### src/rtl/kinase_seq_pkg.sv
// Shared types and constants for the kinase valve/pump sequencer.
// Valve polarity: 1 = pressurised (closed), 0 = vented (open).
package kinase_seq_pkg;

    typedef enum logic [1:0] {
        IDLE   = 2'd0,
        SETTLE = 2'd1,
        PUMP   = 2'd2,
        DWELL  = 2'd3
    } seq_state_t;

    // Static part of a command; cycle and dwell counts carry parameterised widths.
    typedef struct packed {
        logic [12:0] ctrl_a;
        logic [3:0]  ctrl_s;
        logic [1:0]  pump_sel;
        logic        pump_rev;
    } valve_cmd_t;

    localparam logic [12:0] SAFE_CTRL_A = 13'h1FFF;
    localparam logic [3:0]  SAFE_CTRL_S = 4'hF;
    localparam logic [2:0]  SAFE_PUMP_A = 3'b111;
    localparam logic [1:0]  SAFE_PUMP_B = 2'b11;

    localparam logic [2:0] PUMP_A_LAST = 3'd5;
    localparam logic [1:0] PUMP_B_LAST = 2'd3;

    // Entry [0] is the first forward phase.
    localparam logic [5:0][2:0] PUMP_A_TABLE = {3'b010, 3'b011, 3'b001, 3'b101, 3'b100, 3'b110};
    localparam logic [3:0][1:0] PUMP_B_TABLE = {2'b11, 2'b01, 2'b00, 2'b10};

    localparam valve_cmd_t SAFE_CMD = '{ctrl_a: SAFE_CTRL_A, ctrl_s: SAFE_CTRL_S,
                                        pump_sel: 2'b00, pump_rev: 1'b0};

    function automatic logic [2:0] pump_a_step(input logic [2:0] idx, input logic rev);
        if (rev)
            return (idx == 3'd0) ? PUMP_A_LAST : idx - 3'd1;
        return (idx == PUMP_A_LAST) ? 3'd0 : idx + 3'd1;
    endfunction

endpackage

### src/rtl/kinase_valve_sequencer_pump.sv
// Peristaltic pump phase generator: walks the pump_a/pump_b phase tables for a
// requested number of full cycles and strobes finished on the last PUMP cycle.
module kinase_pump_phase_gen
    import kinase_seq_pkg::*;
#(
    parameter int PHASE_TICKS = 1000,
    parameter int CYCLE_W     = 8
) (
    input  logic               clk,
    input  logic               rst,
    input  logic               clear,
    input  logic               start,
    input  logic [1:0]         sel,
    input  logic               rev,
    input  logic [CYCLE_W-1:0] cycles,
    output logic [2:0]         pump_a,
    output logic [1:0]         pump_b,
    output logic               finished
);

    localparam int TICK_W = (PHASE_TICKS > 1) ? $clog2(PHASE_TICKS) : 1;
    localparam logic [TICK_W-1:0] TICK_LAST = TICK_W'(PHASE_TICKS - 1);

    logic               running_reg;
    logic [TICK_W-1:0]  tick_reg;
    logic [2:0]         phase_cnt_reg;
    logic [CYCLE_W-1:0] cycle_cnt_reg;
    logic [CYCLE_W-1:0] cycles_reg;
    logic [2:0]         idx_a_reg;
    logic [1:0]         idx_b_reg;
    logic [1:0]         sel_reg;
    logic               rev_reg;
    logic [2:0]         pump_a_reg;
    logic [1:0]         pump_b_reg;

    logic [2:0] phase_last;
    logic       tick_wrap;
    logic       cycle_end;
    logic       last_cycle;
    logic [2:0] idx_a_next;
    logic [1:0] idx_b_next;
    logic [2:0] idx_a_init;
    logic [1:0] idx_b_init;

    // A pump_b-only command is a 4-phase cycle; anything driving pump_a uses 6.
    always_comb begin
        phase_last = (sel_reg == 2'b10) ? {1'b0, PUMP_B_LAST} : PUMP_A_LAST;
        tick_wrap  = running_reg && (tick_reg == TICK_LAST);
        cycle_end  = tick_wrap && (phase_cnt_reg == phase_last);
        last_cycle = (cycle_cnt_reg == cycles_reg - CYCLE_W'(1));
        idx_a_next = pump_a_step(idx_a_reg, rev_reg);
        idx_b_next = rev_reg ? idx_b_reg - 2'd1 : idx_b_reg + 2'd1;
        idx_a_init = rev ? PUMP_A_LAST : 3'd0;
        idx_b_init = rev ? PUMP_B_LAST : 2'd0;
    end

    assign finished = cycle_end && last_cycle;

    always_ff @(posedge clk) begin
        if (rst || clear) begin
            running_reg   <= 1'b0;
            tick_reg      <= '0;
            phase_cnt_reg <= '0;
            cycle_cnt_reg <= '0;
            cycles_reg    <= '0;
            idx_a_reg     <= '0;
            idx_b_reg     <= '0;
            sel_reg       <= '0;
            rev_reg       <= 1'b0;
            pump_a_reg    <= SAFE_PUMP_A;
            pump_b_reg    <= SAFE_PUMP_B;
        end else if (start) begin
            running_reg   <= 1'b1;
            tick_reg      <= '0;
            phase_cnt_reg <= '0;
            cycle_cnt_reg <= '0;
            cycles_reg    <= cycles;
            sel_reg       <= sel;
            rev_reg       <= rev;
            idx_a_reg     <= idx_a_init;
            idx_b_reg     <= idx_b_init;
            pump_a_reg    <= sel[0] ? PUMP_A_TABLE[idx_a_init] : SAFE_PUMP_A;
            pump_b_reg    <= sel[1] ? PUMP_B_TABLE[idx_b_init] : SAFE_PUMP_B;
        end else if (finished) begin
            running_reg <= 1'b0;
            pump_a_reg  <= SAFE_PUMP_A;
            pump_b_reg  <= SAFE_PUMP_B;
        end else if (running_reg) begin
            if (tick_wrap) begin
                tick_reg   <= '0;
                idx_a_reg  <= idx_a_next;
                idx_b_reg  <= idx_b_next;
                pump_a_reg <= sel_reg[0] ? PUMP_A_TABLE[idx_a_next] : SAFE_PUMP_A;
                pump_b_reg <= sel_reg[1] ? PUMP_B_TABLE[idx_b_next] : SAFE_PUMP_B;
                if (cycle_end) begin
                    phase_cnt_reg <= '0;
                    cycle_cnt_reg <= cycle_cnt_reg + CYCLE_W'(1);
                end else begin
                    phase_cnt_reg <= phase_cnt_reg + 3'd1;
                end
            end else begin
                tick_reg <= tick_reg + TICK_W'(1);
            end
        end
    end

    assign pump_a = pump_a_reg;
    assign pump_b = pump_b_reg;

endmodule

### src/rtl/kinase_valve_sequencer.sv
// Valve/pump control sequencer for the kinase activity chip pads.
// Optional command FIFO enabled by defining KINASE_SEQ_FIFO_EN.
module kinase_valve_sequencer
    import kinase_seq_pkg::*;
#(
    parameter int PHASE_TICKS  = 1000,
    parameter int SETTLE_TICKS = 500,
    parameter int CYCLE_W      = 8,
    parameter int DWELL_W      = 16,
    parameter int FIFO_DEPTH   = 4
) (
    input  logic               clk,
    input  logic               rst,
    input  logic               cmd_valid,
    output logic               cmd_ready,
    input  logic [12:0]        cmd_ctrl_a,
    input  logic [3:0]         cmd_ctrl_s,
    input  logic [1:0]         cmd_pump_sel,
    input  logic               cmd_pump_rev,
    input  logic [CYCLE_W-1:0] cmd_cycles,
    input  logic [DWELL_W-1:0] cmd_dwell,
    input  logic               abort,
    output logic [12:0]        ctrl_a,
    output logic [3:0]         ctrl_s,
    output logic [2:0]         pump_a,
    output logic [1:0]         pump_b,
    output logic               busy,
    output logic               done
);

    localparam int SETTLE_W = $clog2(SETTLE_TICKS + 1);
    localparam int CNT_W    = (DWELL_W > SETTLE_W) ? DWELL_W : SETTLE_W;
    localparam int CMD_W    = $bits(valve_cmd_t) + CYCLE_W + DWELL_W;
    localparam logic [CNT_W-1:0] SETTLE_LAST = CNT_W'(SETTLE_TICKS - 1);

    if (FIFO_DEPTH < 2 || (FIFO_DEPTH & (FIFO_DEPTH - 1)) != 0 ||
        PHASE_TICKS < 1 || SETTLE_TICKS < 1) begin : g_param_check
        $error("kinase_valve_sequencer: illegal parameter value");
    end

    seq_state_t         state_reg, state_next;
    logic [CNT_W-1:0]   cnt_reg, cnt_next;
    valve_cmd_t         cmd_reg;
    logic [CYCLE_W-1:0] cycles_reg;
    logic [DWELL_W-1:0] dwell_reg;
    logic               busy_reg;
    logic               done_reg, done_next;

    logic               load_cmd;
    logic               finish;
    logic               pump_start;
    logic               pump_finished;
    logic               pumps_needed;
    logic               cmd_avail;
    logic [CMD_W-1:0]   cmd_in_bus;
    logic [CMD_W-1:0]   cmd_head;
    valve_cmd_t         head_cfg;
    logic [CYCLE_W-1:0] head_cycles;
    logic [DWELL_W-1:0] head_dwell;

    assign cmd_in_bus = {cmd_ctrl_a, cmd_ctrl_s, cmd_pump_sel, cmd_pump_rev, cmd_cycles, cmd_dwell};
    assign {head_cfg, head_cycles, head_dwell} = cmd_head;

`ifdef KINASE_SEQ_FIFO_EN
    localparam int PTR_W = $clog2(FIFO_DEPTH);

    logic [CMD_W-1:0] fifo_mem [FIFO_DEPTH];
    logic [PTR_W:0]   wr_ptr_reg, rd_ptr_reg;
    logic             fifo_full, fifo_empty, push;

    assign fifo_empty = (wr_ptr_reg == rd_ptr_reg);
    assign fifo_full  = (wr_ptr_reg[PTR_W] != rd_ptr_reg[PTR_W]) &&
                        (wr_ptr_reg[PTR_W-1:0] == rd_ptr_reg[PTR_W-1:0]);
    assign cmd_ready  = !fifo_full && !abort;
    assign push       = cmd_valid && cmd_ready;
    assign cmd_avail  = !fifo_empty;
    assign cmd_head   = fifo_mem[rd_ptr_reg[PTR_W-1:0]];

    always_ff @(posedge clk) begin
        if (push)
            fifo_mem[wr_ptr_reg[PTR_W-1:0]] <= cmd_in_bus;
    end

    // Abort discards everything queued along with the running command.
    always_ff @(posedge clk) begin
        if (rst || abort) begin
            wr_ptr_reg <= '0;
            rd_ptr_reg <= '0;
        end else begin
            if (push)
                wr_ptr_reg <= wr_ptr_reg + (PTR_W+1)'(1);
            if (load_cmd)
                rd_ptr_reg <= rd_ptr_reg + (PTR_W+1)'(1);
        end
    end
`else
    assign cmd_ready = (state_reg == IDLE) && !abort && !rst;
    assign cmd_avail = cmd_valid && cmd_ready;
    assign cmd_head  = cmd_in_bus;
`endif

    assign pumps_needed = (cmd_reg.pump_sel != 2'b00) && (cycles_reg != '0);

    always_comb begin
        state_next = state_reg;
        cnt_next   = cnt_reg;
        load_cmd   = 1'b0;
        finish     = 1'b0;
        pump_start = 1'b0;
        done_next  = 1'b0;
        case (state_reg)
            IDLE: begin
                if (cmd_avail) begin
                    state_next = SETTLE;
                    cnt_next   = '0;
                    load_cmd   = 1'b1;
                end
            end
            SETTLE: begin
                if (cnt_reg == SETTLE_LAST) begin
                    cnt_next = '0;
                    if (pumps_needed) begin
                        state_next = PUMP;
                        pump_start = 1'b1;
                    end else if (dwell_reg != '0) begin
                        state_next = DWELL;
                    end else begin
                        finish = 1'b1;
                    end
                end else begin
                    cnt_next = cnt_reg + CNT_W'(1);
                end
            end
            PUMP: begin
                if (pump_finished) begin
                    cnt_next = '0;
                    if (dwell_reg != '0)
                        state_next = DWELL;
                    else
                        finish = 1'b1;
                end
            end
            DWELL: begin
                if (cnt_reg == CNT_W'(dwell_reg) - CNT_W'(1))
                    finish = 1'b1;
                else
                    cnt_next = cnt_reg + CNT_W'(1);
            end
            default: state_next = IDLE;
        endcase

        // A zero dwell folds the DWELL exit onto the SETTLE/PUMP exit edge.
        if (finish) begin
            done_next  = 1'b1;
            state_next = IDLE;
            cnt_next   = '0;
            if (cmd_avail) begin
                state_next = SETTLE;
                load_cmd   = 1'b1;
            end
        end

        if (abort) begin
            state_next = IDLE;
            cnt_next   = '0;
            load_cmd   = 1'b0;
            pump_start = 1'b0;
            done_next  = 1'b0;
        end
    end

    always_ff @(posedge clk) begin
        if (rst || abort) begin
            state_reg  <= IDLE;
            cnt_reg    <= '0;
            cmd_reg    <= SAFE_CMD;
            cycles_reg <= '0;
            dwell_reg  <= '0;
            busy_reg   <= 1'b0;
            done_reg   <= 1'b0;
        end else begin
            state_reg <= state_next;
            cnt_reg   <= cnt_next;
            busy_reg  <= (state_next != IDLE);
            done_reg  <= done_next;
            if (load_cmd) begin
                cmd_reg    <= head_cfg;
                cycles_reg <= head_cycles;
                dwell_reg  <= head_dwell;
            end
        end
    end

    kinase_pump_phase_gen #(
        .PHASE_TICKS (PHASE_TICKS),
        .CYCLE_W     (CYCLE_W)
    ) u_pump (
        .clk      (clk),
        .rst      (rst),
        .clear    (abort),
        .start    (pump_start),
        .sel      (cmd_reg.pump_sel),
        .rev      (cmd_reg.pump_rev),
        .cycles   (cycles_reg),
        .pump_a   (pump_a),
        .pump_b   (pump_b),
        .finished (pump_finished)
    );

    assign ctrl_a = cmd_reg.ctrl_a;
    assign ctrl_s = cmd_reg.ctrl_s;
    assign busy   = busy_reg;
    assign done   = done_reg;

endmodule

### config.mk
export PLATFORM = sky130hd
export DESIGN_NAME = kinase_valve_sequencer
export DESIGN_NICKNAME = d
export VERILOG_FILES = /design/src/rtl/kinase_seq_pkg.sv /design/src/rtl/kinase_valve_sequencer_pump.sv /design/src/rtl/kinase_valve_sequencer.sv
export SDC_FILE = /design/constraint.sdc
export NUM_CORES = 1
export LEC_CHECK = 0
export ABC_AREA = 0
export ABC_CLOCK_PERIOD_IN_PS = 3400
export BUFFER_PORTS_ARGS = -buffer_cell sky130_fd_sc_hd__buf_4
export CAP_MARGIN = 20
export CORE_MARGIN = 3
export CORE_UTILIZATION = 38
export CTS_CLUSTER_DIAMETER = 30
export DETAILED_ROUTE_END_ITERATION = 10
export HOLD_SLACK_MARGIN = 0.05
export SLEW_MARGIN = 20
export SYNTH_ARGS = -nofsm -noshare
export SYNTH_HDL_FRONTEND = slang
export SYNTH_SLANG_ARGS = --single-unit
### constraint.sdc
create_clock -name clk -period 3.4 [get_ports clk]
set_clock_uncertainty 0.1 [all_clocks]
set_input_delay 0.68 -clock clk [delete_from_list [all_inputs] [get_ports clk]]
set_output_delay 0.68 -clock clk [all_outputs]
set_load 0.005 [all_outputs]
Yosys cells after proc, flatten, opt, wreduce, memory -nomap -nowiden
Memory sizes are Yosys's and may differ from the RTL's.
Index checks and enable logic that the tools add are counted.

cells by class
  $add $sub $neg = 10
  $lt $le $gt $ge = 4
  eq/ne operators = 14
  multiplexer cells = 69
  bitwise logic cells = 1
  reduce and logical (&&, ||, !) cells = 30

operators by type and width
  kind                   number
  $mux 16                4
  $pmux 16 s4            1
  $mux 3                 19
  $mux 2                 21
  $mux 1                 19
  $add 16x1->16 const B  1
  $eq 16x16->1           1
  $eq 16x9->1 const B    1
  $reduce_bool 16->1     1
  $sub 16x1->16 const B  1
  $add 10x1->10 const B  1
  $eq 10x10->1 const B   1
  $mux 10                1
  $reduce_bool 2->1      5
  $reduce_and 3->1       3
  $add 8x1->8 const B    1
  $bmux 2 s2             2
  $eq 8x8->1             1
  $lt 3x4->1 const B     2
  $ne 2x2->1 const B     4
  $reduce_bool 8->1      1
  $sub 8x1->8 const B    1
  $logic_and 1x1->1      7
  $add 3x1->3 const B    2
  other kinds (20)       27

storage, ports and cells
  register bits after elaboration = 107
  ROM bits = 48
  output and inout port bits = 25
  logic and storage cells = 151
  memories kept = 2

memories
  name              words  bits a word  rd ports  clocked after memory_dff  wr ports  RTL line                           source
  (name not given)  8      3            1         0                         0         kinase_valve_sequencer_pump.sv:82  pump_a_reg <= sel[0] ? PUMP_A_TABLE[idx_a_init] : SAFE_PUMP_A;
  (name not given)  8      3            1         0                         0         kinase_valve_sequencer_pump.sv:93  pump_a_reg <= sel_reg[0] ? PUMP_A_TABLE[idx_a_next] : SAFE_PUMP_A;

Longest topological paths before layout
  word-level depth = 11
  mapped depth = 11
  depth with buffers taken out = 9

Hierarchy
A second synthesis with hierarchy kept.

unflattened totals
  cell total of the unflattened synthesis = 711
  area, all modules = 5823.1 um2

by module, submodules not included
  module                  instances  cells an instance  area an instance (um2)  sequential area each (um2)
  kinase_valve_sequencer  1          436                3454.6                  1281.2
  kinase_pump_phase_gen   1          275                2368.5                  860.8

Least setup slack after synthesis
No wires, ideal clock.

  kind = register to register
  start = register dwell_reg[0]
  end = register cnt_reg[10]
  library setup time = 125 ps
  arrival time = 2982 ps
  path slack = 192 ps
  stages on the path, launching flop included = 12
  path buffers = 2
  period minus slack after synthesis = 3208 ps
  cells stage by stage = dfxtp_1 -> inv_1 -> ha_1 -> or4b_1 -> xnor2_1 -> o31a_1 -> or4_1 -> a2111oi_4 -> buf_6 -> nand3b_4 -> buf_6 -> a21oi_1

on the way
  cells in the longest elaborated chain, start to end = 6

ends and longest elaborated chain
  what                                                                   RTL line                       source
  from (decl)                                                            kinase_valve_sequencer.sv:45   logic [DWELL_W-1:0] dwell_reg;
  from (signal assigned)                                                 kinase_valve_sequencer.sv:189  dwell_reg <= head_dwell;
  parallel branches: the longest is 6 deep, another holds $sub 16x1->16  -
  to (signal assigned)                                                   kinase_valve_sequencer.sv:183  cnt_reg <= cnt_next;
  to (decl)                                                              kinase_valve_sequencer.sv:42   logic [CNT_W-1:0] cnt_reg, cnt_next;

Several ways; the timed one is not identified.
A chain may end at the register's enable or synchronous reset.

Worst setup path after layout
  start = register dwell_reg[0]
  end = register cnt_reg[14]

Same word-level chain as after synthesis.

==> impl.org <==
** CTS
- Setup Buffers After CTS :: 0
- Clock tree from TritonCTS :: yes
- Clock-pin slew was measured on the worst setup and hold paths at 0.07 ns.
- The longest clock path from root to sink contains 2 buffers.
- Number of gates given a new drive strength after cts :: 0
- Root cell of the clock tree :: sky130_fd_sc_hd__clkbuf_16
- Clock latency on the worst-skew pair, taken at its later pin, is 0.35 ns.
- CTS saw 107 sinks.
- The H-tree generated during clock tree synthesis spans 3 levels.
- Clock buffer count from CTS :: 9
- Hold buffers post-CTS :: 0

** Die
- In this run the core area contains 43 standard-cell rows.
- The floorplan step set the die width to 127.9 µm.
- The region available for standard cell placement spans 14200 µm².
- The floorplan step defined a die boundary enclosing 16350 µm².
- The die is 127.9 µm tall.
- IO Pins :: 73
- The initial utilization of the core area, before any placement, comes to 0.3974.

** Place
- The congestion estimate from routability-driven global placement came to 0.8589.
- Summed over all nets, the half-perimeter wirelength after detailed placement is 10.42 mm.
- Input and output buffers added on the ports amount to 72.

** Synthesis
- Syn Area/Cell :: 7.927 µm²
- For this run, the register share of the synthesized area comes to 0.3795.
- For this run, the number of Yosys warnings is 0.
- Most instantiated library cell after synthesis :: sky130_fd_sc_hd__dfxtp_1
- In this run, synthesis produced a sequential element count of 107.
- Largest cells by area after synthesis :: sky130_fd_sc_hd__dfxtp_1 (38%), sky130_fd_sc_hd__nand2_1 (6.9%), sky130_fd_sc_hd__nor2_1 (5.7%)
- Leading area contributor after synthesis :: sky130_fd_sc_hd__dfxtp_1
- Number of different library cells in the post-synthesis netlist :: 68
- Share of flip-flops with an asynchronous set or reset :: 0
- Number of cells produced by synthesis :: 712
- By count the netlist is led by sky130_fd_sc_hd__dfxtp_1 (107), sky130_fd_sc_hd__nand2_1 (104), sky130_fd_sc_hd__nor2_1 (86), sky130_fd_sc_hd__nand3_1 (44), sky130_fd_sc_hd__a21oi_1 (40).
- Of the post-synthesis cell area, the dominant cell type holds 0.3795.
- In this run the cell area of the synthesized design comes to 5644 µm².
- Count of flip-flops with a built-in enable after synthesis :: 0
- Post-synth net total :: 767
- For this run, the leading register cell type out of synthesis is sky130_fd_sc_hd__dfxtp_1.

** Power and ir drop
- VDD sags by at most 0.0003475 V.
- Overall power consumption after layout is estimated at 2685 µW.
- In this run the static leakage power is 0.002437 µW.
- Pwr dens :: 409.0 nW/µm²

** Final layout
- Antenna diodes :: 0
- Summing all multi-input logic gate instances after layout gives 3137 µm².
- Area of all sequential standard cells :: 2142 µm²
- Relative to the synthesized area, the layout overhead comes to 16.29%.
- Fraction of layout cells with a size suffix above 1 :: 0.1592
- Fill cells :: 1443
- The final layout contains 810 nets.
- Once layout is complete, the utilization of the core stands at 0.4621.

** Timing
- Static timing analysis puts the maximum clock frequency at 317.6 MHz.
- Share of the clock period used by the worst path after layout :: 0.9261
- In this run the tightest slew margin relative to its limit is 0.5588.
- The number of max-slew violations in the final report was 0.
- Setup violations remaining at the end of the flow were counted as 0.
- The clock period could shrink to 3.149 ns.
- RSZ-0062 raised after global routing :: false
- At the pin with the least slew margin, the transition time is 0.6610 ns.
- Sum of negative setup slack :: 0 ns
- Count of final hold-check violations :: 0
- Hold Slack :: 0.3654 ns

** Detailed routing
- After detailed routing, the number of remaining DRC violations is 0.
- Wire length on met3 :: 765 µm
- Wire segments on met2 add up to 6.176 mm in the final route.
- Summing over every cut layer, the via total after detailed routing is 5149.
- The first TritonRoute pass finished after 5 iterations.
- Once detail routing completed, the nets flagged for antenna violations numbered 0.
- In the final routing, the length of wire on met1 measures 7.040 mm.
- Avg WL per Cell :: 15.16 µm
- Routed wire length :: 14.25 mm
- Drt via density :: 5.478
- Iteration-0 DRC Markers :: 334
- Top layer reached by signal wires :: met4

** Setup path
- The most critical setup path has its endpoint at cnt_reg[14].
- Capturing element type of the critical path :: flip-flop
- Launching point of the worst reg2reg path :: dwell_reg[0]
- Reg-to-reg endpoint :: cnt_reg[14]
- Startpoint type of the worst setup path :: flip-flop
- Of all nets on the critical path, the largest fanout is 30.
- Across all register-to-register paths, the minimum setup slack is 0.25 ns.
- Measured in cells, the most critical reg-to-reg path has a length of 10.
- The critical path starts at dwell_reg[0].
- The setup path with the least slack is of type flip-flop to flip-flop.
- Arrival time worst endpoint :: 3.30 ns
- Worst EP required :: 3.55 ns

** Global routing
- Total global-route track usage :: 0.1744
- Aggregate global routing overflow :: 0
- Wire length of the first global-routing pass :: 23.33 mm
- Entering global routing, the biggest net connects 43 pins.
- The via count of the first global-routing pass came to 4772.
- Number of antenna violations at the first check in global routing :: 0

** Hold path
- The min-delay analysis places its worst path in the category flip-flop to flip-flop.
- In this run the most critical hold path is launched from cycles_reg[2].

** Status
- The flow ran to the end, and the final reports show no timing, DRC or antenna violations.

** Flow run
- Max-cap violations in this run came to 0.
## cell usage in the layout, fill, tap and decap left out, drive strengths merged, types with 3 or more instances in the layout
| cell type | count |
|---|---|
| a31oi | 5 |
| or4 | 21 |
| nand4 | 13 |
| a211oi | 4 |
| a2111oi | 3 |
| o31ai | 20 |
| dfxtp | 107 |
| a21oi | 40 |
| o31a | 3 |
| buf | 91 |
| nor2b | 3 |
| and3 | 10 |
| nand2b | 5 |
| o211ai | 3 |
| xnor2 | 25 |
| nor4 | 9 |
| and2 | 4 |
| xor2 | 24 |
| inv | 15 |
| nand2 | 104 |
| nand4b | 4 |
| clkbuf | 10 |
| nor2 | 86 |
| a32o | 3 |
| o22ai | 3 |
| ha | 7 |
| o21ai | 16 |
| or3 | 4 |
| o2111ai | 3 |
| nor3 | 30 |
| mux2i | 4 |
| or2 | 4 |
| nand3 | 44 |
## stage by stage
| step | cells | setup slack [ns] | area, µm² |
|---|---|---|---|
| floorplan | 712 | 0.1923 | 5644 |
| global placement | 924 | 0.2111 | 6233 |
| detailed placement | 924 | 0.08559 | 6233 |
| CTS | 940 | 0.08098 | 6558 |
| global route | 940 | 0.01976 | 6564 |
| finish | 940 | 0.2513 | 6564 |
## how the worst min path moves through the flow
stage / end / slack (ns) / cells after the start
6_report: cycles_reg[2] / 0.37 / 2
3_5_place_dp: cycles_reg[2] / 0.36 / 2
2_1_floorplan: cycles_reg[2] / 0.34 / 2
4_1_cts: u_pump.cycles_reg[1] / 0.37 / 2
5_1_grt: u_pump.cycles_reg[1] / 0.39 / 2
3_3_place_gp: u_pump.cycles_reg[1] / 0.36 / 2
## layout make-up
| type | instances | share of cell area |
|---|---|---|
| Clock inverter | 6 | 0.01449 |
| Clock buffer | 10 | 0.03488 |
| Inverter | 13 | 0.007434 |
| Sequential cell | 107 | 0.3263 |
| Multi-Input combinational cell | 533 | 0.4779 |
| Tap cell | 180 | 0.03431 |
| Timing Repair Buffer | 91 | 0.1047 |
## routing by layer
layer / up-vias / track usage
met5: - / 0
met4: 0 / 0.06492
met3: 20 / 0.03625
met2: 131 / 0.2616
met1: 2395 / 0.2468
li1: 2603 / -
## critical path, cell delays in order, from the launching register on
cell                        delay, ns
sky130_fd_sc_hd__dfxtp_1         0.35
sky130_fd_sc_hd__inv_1           0.09
sky130_fd_sc_hd__ha_1            0.16
sky130_fd_sc_hd__or4b_1          0.49
sky130_fd_sc_hd__xnor2_1         0.15
sky130_fd_sc_hd__o31a_1          0.24
sky130_fd_sc_hd__or4_1           0.55
sky130_fd_sc_hd__a2111oi_4       0.37
sky130_fd_sc_hd__buf_6           0.28
sky130_fd_sc_hd__nor4_1          0.08
sky130_fd_sc_hd__o21ba_1         0.19
## power by group
| group | switching [µW] | leakage, µW | internal, µW |
|---|---|---|---|
| clock | 491 | 0.000158 | 654 |
| combinational | 127 | 0.00141 | 114 |
| sequential | 24.1 | 0.000867 | 1270 |
| total | 642 | 0.00244 | 2040 |
## cell families (layout without fill, tap and decap cells)
| logic type | after synthesis | count (layout) | share of synthesized area |
|---|---|---|---|
| buffers and inverters | 72 | 120 | 0.06562 |
| DFF | 107 | 107 | 0.3795 |
| muxes | 4 | 4 | 0.007094 |
| and+or+nand+nor | 352 | 352 | 0.3103 |
| adders and majority gates | 7 | 7 | 0.01552 |
| AOI/OAI and AO/OA | 121 | 121 | 0.1459 |
| xor gates and xnor gates | 49 | 49 | 0.07604 |
Note: power is estimated with default switching activity, not from simulation.
